`src/rtl/uart_pkg.sv`:
```
// rtl/uart_pkg.sv - shared UART types and baud divider helper
package uart_pkg;

  typedef enum logic [1:0] {PAR_NONE, PAR_EVEN, PAR_ODD} parity_e;

  typedef enum logic [2:0] {IDLE, START, DATA, PARITY, STOP} rx_state_e;

  // Rounded clocks per oversample tick, never below one.
  function automatic int baud_div(input int clk_hz, input int baud, input int os);
    int div;
    div = (clk_hz + (baud * os) / 2) / (baud * os);
    return (div < 1) ? 1 : div;
  endfunction

endpackage

```
`src/rtl/uart_baud_tick.sv`:
```
// rtl/uart_baud_tick.sv - oversample tick divider with phase restart
module uart_baud_tick #(
  parameter int DIV = 1
) (
  input  logic clk,
  input  logic rst,
  input  logic restart,
  output logic tick
);

  localparam int CW = (DIV > 1) ? $clog2(DIV) : 1;
  localparam logic [CW-1:0] LAST = CW'(DIV - 1);

  logic [CW-1:0] cnt;

  assign tick = (cnt == LAST) && !restart;

  always_ff @(posedge clk or posedge rst) begin
    if (rst) begin
      cnt <= '0;
    end else if (restart || cnt == LAST) begin
      cnt <= '0;
    end else begin
      cnt <= cnt + CW'(1);
    end
  end

endmodule

```
`src/rtl/uart_rx_oversampled.sv`:
```
// rtl/uart_rx_oversampled.sv - oversampled UART receiver with valid/ready byte output
module uart_rx_oversampled
  import uart_pkg::*;
#(
  parameter int      CLK_FREQ_HZ = 50_000_000,
  parameter int      BAUD_RATE   = 115200,
  parameter int      OVERSAMPLE  = 16,
  parameter int      DATA_BITS   = 8,
  parameter parity_e PARITY_MODE = PAR_NONE
) (
  input  logic                 clk,
  input  logic                 rst,
  input  logic                 rx_i,
  output logic [DATA_BITS-1:0] rx_data_o,
  output logic                 rx_valid_o,
  input  logic                 rx_ready_i,
  output logic                 frame_err_o,
  output logic                 parity_err_o,
  output logic                 overrun_o,
  output logic                 busy_o
);

  localparam int DIV = baud_div(CLK_FREQ_HZ, BAUD_RATE, OVERSAMPLE);
  localparam int SW  = $clog2(OVERSAMPLE);
  localparam logic [SW-1:0] MID_A   = SW'(OVERSAMPLE / 2 - 1);
  localparam logic [SW-1:0] MID_B   = SW'(OVERSAMPLE / 2);
  localparam logic [SW-1:0] MID_C   = SW'(OVERSAMPLE / 2 + 1);
  localparam logic [SW-1:0] BIT_END = SW'(OVERSAMPLE - 1);
  localparam logic [3:0]    LAST_DATA = 4'(DATA_BITS - 1);

  logic                 rx_meta, rx_sync;
  logic [1:0]           fill;
  logic                 armed;
  rx_state_e            state;
  logic [SW-1:0]        s_cnt;
  logic [3:0]           bit_cnt;
  logic [DATA_BITS-1:0] shreg;
  logic                 samp_a, samp_b, par_bit;
  logic                 pend, pend_fe, pend_pe;
  logic                 tick, start_det, mid, bit_end, bit_val, par_ones, parity_bad;

  // fill marks when rx_sync carries the real line, so a line low out of reset never arms.
  always_ff @(posedge clk or posedge rst) begin
    if (rst) begin
      rx_meta <= 1'b1;
      rx_sync <= 1'b1;
      fill    <= 2'b00;
    end else begin
      rx_meta <= rx_i;
      rx_sync <= rx_meta;
      fill    <= {fill[0], 1'b1};
    end
  end

  assign start_det = (state == IDLE) && armed && !rx_sync;
  assign mid       = tick && (s_cnt == MID_C);
  assign bit_end   = tick && (s_cnt == BIT_END);
  assign bit_val   = (samp_a & samp_b) | (samp_a & rx_sync) | (samp_b & rx_sync);
  assign par_ones  = ^{shreg, par_bit};

  always_comb begin
    parity_bad = 1'b0;
    if (PARITY_MODE == PAR_EVEN)     parity_bad = par_ones;
    else if (PARITY_MODE == PAR_ODD) parity_bad = !par_ones;
  end

  uart_baud_tick #(.DIV(DIV)) u_tick (
    .clk     (clk),
    .rst     (rst),
    .restart (start_det),
    .tick    (tick)
  );

  always_ff @(posedge clk or posedge rst) begin
    if (rst) begin
      state        <= IDLE;
      armed        <= 1'b0;
      s_cnt        <= '0;
      bit_cnt      <= '0;
      shreg        <= '0;
      samp_a       <= 1'b1;
      samp_b       <= 1'b1;
      par_bit      <= 1'b0;
      pend         <= 1'b0;
      pend_fe      <= 1'b0;
      pend_pe      <= 1'b0;
      busy_o       <= 1'b0;
      rx_data_o    <= '0;
      rx_valid_o   <= 1'b0;
      frame_err_o  <= 1'b0;
      parity_err_o <= 1'b0;
      overrun_o    <= 1'b0;
    end else begin
      overrun_o <= 1'b0;
      pend      <= 1'b0;
      if (tick && state != IDLE) begin
        s_cnt <= bit_end ? '0 : s_cnt + SW'(1);
        if (s_cnt == MID_A) samp_a <= rx_sync;
        if (s_cnt == MID_B) samp_b <= rx_sync;
      end
      case (state)
        IDLE: begin
          // Consuming armed on start means a new start always needs the line seen high first.
          if (start_det) begin
            state  <= START;
            armed  <= 1'b0;
            s_cnt  <= '0;
            busy_o <= 1'b1;
          end else if (rx_sync && fill[1]) begin
            armed <= 1'b1;
          end
        end
        START: begin
          if (mid && bit_val) begin
            state  <= IDLE;
            busy_o <= 1'b0;
          end else if (bit_end) begin
            state   <= DATA;
            bit_cnt <= '0;
          end
        end
        DATA: begin
          if (mid) shreg <= {bit_val, shreg[DATA_BITS-1:1]};
          if (bit_end) begin
            if (bit_cnt == LAST_DATA) state <= (PARITY_MODE == PAR_NONE) ? STOP : PARITY;
            bit_cnt <= bit_cnt + 4'd1;
          end
        end
        PARITY: begin
          if (mid) par_bit <= bit_val;
          if (bit_end) state <= STOP;
        end
        STOP: begin
          if (mid) begin
            state   <= IDLE;
            busy_o  <= 1'b0;
            pend    <= 1'b1;
            pend_fe <= !bit_val;
            pend_pe <= parity_bad;
          end
        end
        default: state <= IDLE;
      endcase
      if (pend) begin
        if (!rx_valid_o || rx_ready_i) begin
          rx_data_o    <= shreg;
          frame_err_o  <= pend_fe;
          parity_err_o <= pend_pe;
          rx_valid_o   <= 1'b1;
        end else begin
          overrun_o <= 1'b1;
        end
      end else if (rx_valid_o && rx_ready_i) begin
        rx_valid_o <= 1'b0;
      end
    end
  end

endmodule
```
`config.mk`:
```
export PLATFORM = sky130hd
export DESIGN_NAME = uart_rx_oversampled
export DESIGN_NICKNAME = d
export VERILOG_FILES = /design/src/rtl/uart_pkg.sv /design/src/rtl/uart_baud_tick.sv /design/src/rtl/uart_rx_oversampled.sv
export SDC_FILE = /design/constraint.sdc
export NUM_CORES = 1
export LEC_CHECK = 0
export ABC_AREA = 1
export CAP_MARGIN = 25
export CORE_MARGIN = 3
export CORE_UTILIZATION = 45
export CTS_CLUSTER_SIZE = 28
export DETAILED_ROUTE_END_ITERATION = 6
export PLACE_DENSITY = 0.71
export SYNTH_ARGS = -nofsm -noshare
export SYNTH_HDL_FRONTEND = slang
export SYNTH_SLANG_ARGS = --single-unit
```
`constraint.sdc`:
```
create_clock -name clk -period 2.62 [get_ports clk]
set_clock_uncertainty 0.1 [all_clocks]
set_input_delay 0.524 -clock clk [delete_from_list [all_inputs] [get_ports clk]]
set_output_delay 0.524 -clock clk [all_outputs]
set_load 0.05 [all_outputs]
```
Yosys cells after proc, flatten, opt, wreduce, memory -nomap -nowiden:

Index checks and enable logic that the tools add are counted.

* bits in registers: 45
* latch bits: 0
* memory bits (writable): 0
* memory bits (read-only): 0
* input bits: 4
* logic and storage cells: 107
* memories kept: 0

* add/sub/neg operators: 3
* $mul: 0
* divide/modulo/power cells: 0
* order comparisons: 0
* eq/ne operators: 20
* shift operators: 0
* mux-type cells: 30
* bitwise logic cells: 5
* reduce and logical (&&, ||, !) cells: 31

Operators with widths (count)
* two-way mux 4 bit: 7
* two-way mux 3 bit: 7
* case mux 3 bit (5 select lines): 1
* inequality test 2 bit, second input constant: 7
* AND reduction 2 bit: 7
* == test 4 bit, second input constant: 3
* two-way mux 1 bit: 12
* logical AND 1 bit: 9
* adder 4 x 1 -> 4 bit, second input constant: 2
* == test 4 x 3 -> 1 bit, second input constant: 2
* case mux 4 bit (2 select lines): 1
* AND reduction 4 bit: 2
* == test 3 x 2 -> 1 bit, second input constant: 2
* AND reduction 6 bit: 1
* nonzero test 2 bit: 3
* nonzero test 3 bit: 2
* adder 5 x 1 -> 5 bit, second input constant: 1
* == test 5 bit, second input constant: 1
* two-way mux 5 bit: 1
* zero test 1 bit: 4
* inequality test 2 x 1 -> 1 bit, second input constant: 2
* bitwise AND 1 bit: 3
* == test 3 x 1 -> 1 bit, second input constant: 1
* == test 3 bit, second input constant: 1
* other kinds (5): 7

Longest topological paths before layout:

* depth in word-level cells: 10
* mapped depth: 11
* depth with buffers taken out: 11

Hierarchy:

A second synthesis with hierarchy kept.

* cells, all modules: 233
* area total of the unflattened synthesis: 2105.8 µm²

Modules (own cells, without submodules)
* uart_rx_oversampled: times used 1, cells an instance 201, area an instance 1841.8 µm², sequential area each 1006.0 µm²
* uart_baud_tick: times used 1, cells an instance 32, area an instance 264.0 µm², sequential area each 125.1 µm²

Worst setup path before layout:

Ideal clock, no wire load.

* path kind: flip-flop to flip-flop
* start point: register u_tick.cnt[0]
* end point: register bit_cnt[0]
* setup time: 0.118 ns
* arrival time: 1.370 ns
* data required time: 2.402 ns
* setup slack: 1.032 ns
* cell stages (with the launch flop): 11
* path buffers: 0
* clock period less this slack: 1.588 ns
* cell sequence: dfrtp_1 -> inv_1 -> ha_1 -> nand2_1 -> nor2_4 -> inv_1 -> nor2_2 -> nand2_2 -> clkinv_2 -> nand2_2 -> a21o_1

* cells in the longest elaborated chain, start to end: 6
* elaborated cells on any way between the ends: 9

RTL lines
* start: declaration: line uart_baud_tick.sv:14 `logic [CW-1:0] cnt;`
* start signal: assignment: line uart_baud_tick.sv:24 `cnt <= cnt + CW'(1);`
* == test 5 bit (*): line uart_baud_tick.sv:16 `assign tick = (cnt == LAST) && !restart;`
* logical AND 1 bit (*): line uart_baud_tick.sv:16
* logical AND 1 bit: line uart_rx_oversampled.sv:56 `assign mid = tick && (s_cnt == MID_C);`
* logical AND 1 bit: line uart_rx_oversampled.sv:114 `if (mid && bit_val) begin`
* inequality test 2 bit (no line)
* AND reduction 4 bit (no line) (*)
* end signal: assignment: line uart_rx_oversampled.sv:126 `bit_cnt <= bit_cnt + 4'd1;`
* end: declaration: line uart_rx_oversampled.sv:36 `logic [3:0] bit_cnt;`

Every way passes the cells marked *; elsewhere a longest branch is shown, timed or not.
A chain may end at the register's enable or synchronous reset.

Worst setup path after layout:

* start point: register rx_data_o[3]
* end point: output rx_data_o[3]

RTL lines
* start: declaration: line uart_rx_oversampled.sv:14 `output logic [DATA_BITS-1:0] rx_data_o,`
* start signal: assignment: line uart_rx_oversampled.sv:146 `rx_data_o <= shreg;`

No word-level cell between the ends.

==> impl_results.md <==
- Placer Congestion: 0.7662
- Sequential share of power: 0.442
- Minimum clock period: 2.087 ns
- Die height: 73.82 µm
- Setup violators final: 0
- Syn nets: 233
- Clk slew on worst S/H paths: 0.09 ns
- WHS: 0.2523 ns
- Post-CTS Resized: 0
- Pin count of the biggest net entering global routing: 46
- I/O Buffers: 15
- Hold-fix buffers at CTS: 0
- Sequential area share after synthesis: 0.5466
- Post-CTS Setup Repair Bufs: 0
- Routed len/inst: 10.88 µm
- Die area: 5449 µm²
- Detailed Place HPWL: 2265 µm
- Max-cap violation count: 0
- Synth Warn #: 0
- Setup crit start kind: register
- EDFF count, synth: 0
- Crit. End Element: primary output
- Final Hold Vio Count: 0
- Total routed wirelength: 3220 µm
- Largest stage delay on the critical path: 0.80 ns
- Initial Util: 0.4720
- Syn_area_per_cell: 9.280 µm²
- Design Area, Final: 2407 µm²
- Switching Power: 0.0006314 W
- Sink Count: 45
- Unrepaired setup endpoints after global routing: false
- Initial antenna violation count: 0
- Largest family of logic cells by synthesized area: simple AND/OR/NAND/NOR gates
- Synth top area cells: dfrtp_1, nand2_1, dfstp_2
- Worst slew pin tran: 0.5522 ns
- TritonCTS buffer count: 5
- GRT Residual Overflow: 0
- Adder-cell share of the synthesized area: 0.03628
- Max Slew Vio Count: 0
- Synth area leader: dfrtp_1
- Worst path cell trace: clkdlybuf4s50_1
- Area of placed instances: 2270 µm²
- Internal: 0.001340 W
- Total track usage: 0.1363
- Post-synth top cells: nand2_1, dfrtp_1, inv_1, o21ai_0, nand3_1
- Distinct cells, synth: 34
- Max transition margin: 0.6318
- Tightest Hold Check Type: register to register
- Critical path class: register to primary output
- Crit path DAT: 1.46 ns
- Final Cycle Share: 0.7966
- Final net count: 253
- Clk buf depth: 2
- Clock group share of total power: 0.315
- Post-Synth XOR/XNOR Area: 0.02116
- Cell Pwr Density: 818.9 nW/µm²
- Clk_lat worst skew: 0.30 ns
- TritonCTS clock tree: yes
- Area delta synth->final: 16.32%
- DRT antenna net count: 0
- Leak: 1.162 nW
- I/O Pins: 17
- Layout cells sized above 1: 0.1393
- H-tree Lvls: 2
- Row cnt: 24
- Sw Share: 0.3203
- Mux contribution to synthesized area: 0.004837
- Antenna Cells: 0
- Root Buffer: clkbuf_8
- Number of global-route vias before repair: 1314
- Die W: 73.82 µm
- Peak VDD IR: 0.4703 mV
- Simple logic cell fraction of the synthesized area: 0.2388
- Share of the synthesized area in the top cell type: 0.4958
- Via count: 1411
- Post-synthesis compound-gate area fraction: 0.08283
- Cell family with most CP delay: buffers and inverters
- Post-layout util: 0.5491
- Iter 0 DRT Violations: 36
- Vias/cell: 4.767
- Pre-Repair DR Iteration Count: 4
- Fillers: 395
- Core area: 4384 µm²
- Comb pwr share: 0.243
- First-pass GRT wire length: 5747 µm
- Cell Area, Synth: 2069 µm²
- Status: completed
- CP max FO: 2
- FMAX: 479.2 MHz
- Top_reg_cell synth: dfrtp_1
- Fraction of registers with async set/reset: 1.000
- Cells after Synth: 223
- DRC: 0
- FF+latch count, synth: 45
- Crit path buf inv count: 1
- WP data required: 2.00 ns
- Count leader, synth: nand2_1
- Critical path's slowest cell: clkdlybuf4s50_1
- TNS Setup: 0 ns
metrics by stage:
stage,cells,worst slack (ns),power [W]
3_3_place_gp,288,0.8238,0.001351
3_5_place_dp,288,0.7635,0.001368
2_1_floorplan,223,0.9432,0.001261
5_1_grt,296,0.4781,0.002110
4_1_cts,296,0.5117,0.002003
6_report,296,0.5330,0.001971
power groups by stage:
stage	clock network, W	logic, W	registers (W)
3_3_place_gp	0	0.000471	0.000880
2_1_floorplan	0	0.000376	0.000885
5_1_grt	0.000665	0.000558	0.000887
6_report	0.000621	0.000479	0.000871
3_5_place_dp	0	0.000484	0.000884
4_1_cts	0.000644	0.000487	0.000872
cells in the final DEF, fill, tap and decap left out, types with 2 or more instances in the layout:
cell,synthesis,layout
o21ai_2,2,2
nor2_2,3,3
clkbuf_8,0,5
nand2_1,55,55
inv_2,3,3
nand3_1,13,13
ha_1,6,6
dfrtp_1,41,41
nor2_4,2,2
a21oi_1,4,4
nand4_1,3,3
o21ai_0,18,18
dfstp_2,4,4
o21ai_1,4,4
inv_1,26,25
clkdlybuf4s50_1,0,15
conb_1,2,2
bufinv_16,0,2
nand2_2,4,4
nand3_4,2,2
xor2_1,4,4
nor2_1,12,12
sequential cells by signal (all words and copies together), names as in the netlist, 2 cells and up:
register    flops
bit_cnt         4
fill            2
rx_data_o       8
s_cnt           4
shreg           8
state           3
u_tick.cnt      5
final timing paths:
path	slack, ns	end	start	cells past startpoint
setup reg to reg	0.89	bit_cnt[0]	u_tick.cnt[0]	10
min in group asynchronous	0.56	rx_data_o[0]	rst	3
hold reg to reg	0.25	fill[1]	fill[0]	0
hold / removal	0.25	fill[1]	fill[0]	0
max in group asynchronous	1.47	rx_sync	rst	3
setup / recovery	0.53	rx_data_o[3]	rx_data_o[3]	1
area by class of cell:
class / instances / area, µm² / share of cell area
Sequential cell: 45 / 1131 / 0.4699
Multi-Input combinational cell: 145 / 802.0 / 0.3332
Timing Repair Buffer: 16 / 157.7 / 0.06549
Inverter: 30 / 113.9 / 0.04730
Clock buffer: 5 / 68.82 / 0.02859
Clock inverter: 3 / 68.82 / 0.02859
Tap cell: 52 / 65.06 / 0.02703
cells by family after synthesis:
logic type | after synthesis
xor+xnor | 5
fa+ha+maj | 6
flops | 45
mux | 1
simple gates | 100
other cells | 2
compound gates | 31
buf+inv | 33
worst reg2reg max path, stage by stage, from the launching register on:
cell	delay (ns)
dfrtp_1	0.42
inv_1	0.07
ha_1	0.14
nand2_1	0.08
nor2_4	0.18
inv_1	0.08
nor2_2	0.14
nand2_2	0.10
clkinv_2	0.08
nand2_2	0.09
a21o_1	0.17
routing by layer:
metal	vias up	GRT usage	routed length, µm
li1	738	-	-
met5	-	0	0
met2	21	0.2185	1491
met1	646	0.1741	1571
met4	0	0.05433	46
met3	6	0.03694	110
Note: power is estimated with default switching activity, not from simulation.
